### src/rtl/pwm.sv
// Counter-based pulse-width modulator: drives out high for `in` cycles of every
// `period`-cycle frame, with the duty value reloaded only at frame wrap.
module pwm #(
  parameter int unsigned period = 7
) (
  input  logic                          clk,
  input  logic                          rst_n,
  input  logic [$clog2(period+1)-1:0]   in,
  output logic                          out
);

  localparam int unsigned W  = $clog2(period + 1);
  localparam int unsigned CW = (period > 1) ? $clog2(period) : 1;
  localparam logic [CW-1:0] CNT_LAST = CW'(period - 1);
  localparam logic [W-1:0]  DUTY_MAX = W'(period);

  if (period < 1) begin : g_bad_period
    $error("pwm: period must be >= 1");
  end

  logic [CW-1:0] cnt_q, cnt_d;
  logic [W-1:0]  duty_q, duty_d;
  logic          out_q, out_d;
  logic          cnt_wrap;

  // Next-state: free-running frame counter, duty sampled (saturated) at the wrap edge.
  always_comb begin
    cnt_wrap = (cnt_q == CNT_LAST);
    cnt_d    = cnt_wrap ? '0 : cnt_q + CW'(1);
    duty_d   = duty_q;
    if (cnt_wrap) begin
      duty_d = (in > DUTY_MAX) ? DUTY_MAX : in;
    end
    out_d    = (W'(cnt_q) < duty_q);
  end

  always_ff @(posedge clk) begin
    if (!rst_n) begin
      cnt_q  <= '0;
      duty_q <= '0;
      out_q  <= 1'b0;
    end else begin
      cnt_q  <= cnt_d;
      duty_q <= duty_d;
      out_q  <= out_d;
    end
  end

  assign out = out_q;

endmodule

### config.mk
export PLATFORM = sky130hd
export DESIGN_NAME = pwm
export DESIGN_NICKNAME = d
export VERILOG_FILES = /design/src/rtl/pwm.sv
export SDC_FILE = /design/constraint.sdc
export NUM_CORES = 1
export LEC_CHECK = 0
export ABC_CLOCK_PERIOD_IN_PS = 2300
export CAP_MARGIN = 10
export CELL_PAD_IN_SITES_DETAIL_PLACEMENT = 1
export CELL_PAD_IN_SITES_GLOBAL_PLACEMENT = 1
export CORE_AREA = 2 2 39 41
export DETAILED_ROUTE_END_ITERATION = 8
export DIE_AREA = 0 0 41 43
export HOLD_SLACK_MARGIN = 0.08
export PLACE_DENSITY_LB_ADDON = 0.1
export SYNTH_ARGS = -nofsm -noshare
export SYNTH_HDL_FRONTEND = slang
export SYNTH_SLANG_ARGS = --single-unit
### constraint.sdc
create_clock -name clk -period 2.3 [get_ports clk]
set_input_delay 0.46 -clock clk [delete_from_list [all_inputs] [get_ports clk]]
set_output_delay 0.46 -clock clk [all_outputs]
set_load 0.005 [all_outputs]
# == Yosys cells after proc, flatten, opt, wreduce, memory -nomap -nowiden ==
# Cells that the tools add are included.
# totals
mem_bits_rw,0
word_cells,10
latch_bits,0
rom_bits,0
out_inout_bits,1
n_memories,0
reg_bits,7
# op_classes
div_mod_pow,0
mux,1
n_reduce_logical,1
shifts,0
n_mul,0
n_bitwise,1
n_eq_ne,1
n_addsub,1
magnitude_cmp,2
# ops
operator,n
$add 3x1->3 const B,1
$eq 3x3->1 const B,1
$gt 3x3->1 const B,1
$lt 3x3->1,1
$mux 3,1
$reduce_or 2->1,1
$not 1->1,1

# == Logic depth before layout (Yosys ltp) ==
# depth
word_depth,2
mapped_depth,4

# == Worst setup path after synthesis ==
# Ideal clock, no wire load.
# synth_timing
kind,reg-to-reg
start,register cnt_q[2]
end,"register out_q, in the netlist out"
setup_time_ps,86
path_stages_with_launch,4
path_slack_ps,1205
t_arrival_ps,1008
required_time_ps,2214
n_path_buf,0
cell_sequence,dfxtp_1 ha_1 and2_4 a221oi_2
# synth_via
elab_chain_cells,1
# synth_lines
element,line,text
start: declaration,21,"logic [CW-1:0] cnt_q, cnt_d;"
start signal: assignment,43,cnt_q <= cnt_d;
$lt 3x3->1,34,out_d = (W'(cnt_q) < duty_q);
end signal: assignment,45,out_q <= out_d;
end: declaration,23,"logic out_q, out_d;"
# Every way passes these cells.
# A chain may end at the register's enable or synchronous reset.

# == Worst setup path in the final report ==
# layout_timing
start,"register out_q, in the netlist out"
end,output port out
# layout_rtl
element,line,text
end: declaration,9,output logic out
# No word-level cell between the ends.

==> flow_summary.json <==
{
  "outcome": "completed",
  "synth.avg_cell_area_um2": 10.6,
  "hold_violations": 0,
  "post_cts_buffers": 0,
  "syn_nets": 43,
  "dp_hpwl_um": 551,
  "crit_chain": "clkdlybuf4s50_1",
  "synth_top_area_cell": "dfxtp_1",
  "cts.sinks": 7,
  "path_buf_inv": 1,
  "synth_seq_cells": 7,
  "drive_gt1_share_pct": 28.6,
  "maxSlewHeadroom_pct": 79.3,
  "setup_viol": 0,
  "worstPathArrival_ps": 1030,
  "netlist_top_cells_area": "dfxtp_1, ha_1, nor3b_2",
  "crit_start": "out",
  "cts_max_level": 1,
  "finalCritPeriodShare_pct": 64.8,
  "finClkSkew_ps": 4.59,
  "async_reset_ff_share_pct": 0,
  "crit_fanout": 1,
  "startpoint_type": "flop",
  "gp_congestion": 0.601,
  "post_drt_wl_per_cell_um": 12.0,
  "n_fill_cell": 161,
  "synth_common_cells": "dfxtp_1, ha_1",
  "seq_area_frac_synth_pct": 38.8,
  "drt-vias-per-instance": 4.72,
  "hold_path.class": "flop to flop",
  "grt_pass1_wl_mm": 1.21,
  "synth-edff-count": 0,
  "p_leak_uw": 0.000176,
  "num_vias": 274,
  "crit_required_ps": 1840,
  "setup-tns-final_ps": 0,
  "ctsResizeCount": 0,
  "num_io_pins": 6,
  "critical_path.top_delay_family": "buffers and inverters",
  "fp-row-count": 14,
  "critPathCapture": "out",
  "drt-initial-drc-count": 1,
  "cp-end-kind": "output port",
  "start_util_pct": 26.1,
  "clk_latency_ps": 250,
  "yosys_warnings": 0,
  "synth_cell_type_count": 13,
  "slowest_stage": "clkdlybuf4s50_1",
  "r2r_setup_slack_ps": 1090,
  "netlist_area_um2": 362,
  "r2r.worst_path.cells": 3,
  "crit_type": "flop to output port",
  "fin_util_pct": 32.5,
  "max_freq_mhz": 671,
  "overflow": 0,
  "clock_path_buffers": 2,
  "wirelength_um": 697,
  "synthFlopType": "dfxtp_1",
  "core_area_um2": 1380,
  "track_usage_pct": 10.7,
  "synth.most_common_cell": "dfxtp_1",
  "rr_startpoint": "cnt_q[2]",
  "dieArea_um2": 1760,
  "cts.clk_slew.worst_paths_ps": 60,
  "max-cap-violations": 0,
  "n_antenna_cell": 0,
  "worstMarginPinSlew_ps": 309,
  "yosys.area.top_type_share_pct": 38.8,
  "die_x_um": 41,
  "powerDensity_nw_per_um2": 644,
  "io_buffer_count": 5,
  "r2r-end": "out",
  "period_needed_ps": 1490,
  "drt.antenna.violating_nets": 0,
  "syn-instance-count": 34,
  "hold_ws_ps": 458,
  "cpPeakStageDelay_ps": 490,
  "cts.root.buffer_cell": "clkbuf_4",
  "drc": 0,
  "grt_antenna_before_repair": 0,
  "hold_buffers": 0,
  "die_h_um": 43,
  "cts_tree": "done",
  "rsz0062_at_grt": "false",
  "finalMaxSlewViolations": 0,
  "crit_cells": 1,
  "area_delta_synth_final_pct": 24.6,
  "grt_max_degree": 11,
  "first_pass_iters": 2,
  "grt_pass1_vias": 298,
  "num-nets-final": 52,
  "ir_drop_v": 0.000250,
  "cts_buffers": 3
}
-- per-stage QoR --
step | cells | worst slack (ps) | power (µW) | instance area, µm²
6_report | 58 | 810 | 290 | 450
5_1_grt | 58 | 772 | 306 | 450
4_1_cts | 58 | 796 | 292 | 450
3_5_place_dp | 54 | 814 | 179 | 424
3_3_place_gp | 54 | 855 | 177 | 424
2_1_floorplan | 34 | 1210 | 163 | 362
-- area by class of cell --
type,instances,area [µm²],share of cell area [%]
tap,16,20.0,4.44
clock buffer,4,26.3,5.83
sequential,7,140,31.1
inverter,3,11.3,2.50
multi-input combinational,23,203,45.0
timing repair buffer,5,50.0,11.1
-- per-layer routing --
metal,track usage [%],part of all wire [%],vias up
li1,-,-,135
met1,11.5,43,136
met2,16.6,52,3
met3,4.71,4.4,0
met4,6.00,0,0
met5,0,0,-
-- worst min path at each step --
stage | from | to | slack, ps | depth (start not counted)
finish | duty_q[2] | duty_q[2] | 460 | 2
global route | duty_q[2] | duty_q[2] | 490 | 2
CTS | duty_q[2] | duty_q[2] | 460 | 2
detailed placement | duty_q[2] | duty_q[2] | 450 | 2
global placement | duty_q[0] | duty_q[0] | 450 | 2
floorplan | duty_q[1] | duty_q[1] | 440 | 2
-- flip-flops by register name (all words and copies together), names as in the netlist --
register  count
out           1
duty_q        3
cnt_q         3
-- logic make-up (layout without fill, tap and decap cells) --
kind of cell | Yosys count | after routing | share of synthesized area (%)
AO/OA/AOI/OAI | 5 | 5 | 13.5
flip-flops | 7 | 7 | 38.8
adder cells (fa/ha/maj) | 4 | 4 | 13.8
AND/OR/NAND/NOR | 14 | 14 | 28.7
buffers and inverters | 4 | 12 | 5.19
-- power by group --
part           switching (µW)  internal (µW)  total [µW]
Clock                    47.4           66.4         114
Combinational            16.3           25.5        41.9
Sequential               6.41            128         134
-- cell usage in the layout, fill, tap and decap left out, types with 2 or more instances in the layout --
cell,netlist,layout
clkbuf_4,0,3
o21ai_2,3,3
clkdlybuf4s50_1,0,5
nand2_1,3,3
inv_1,3,3
dfxtp_1,7,7
ha_1,4,4
nand4_1,3,3
nor3b_2,3,3
nand2b_1,2,2
and2_4,2,2
(Power assumes the default switching activity.)
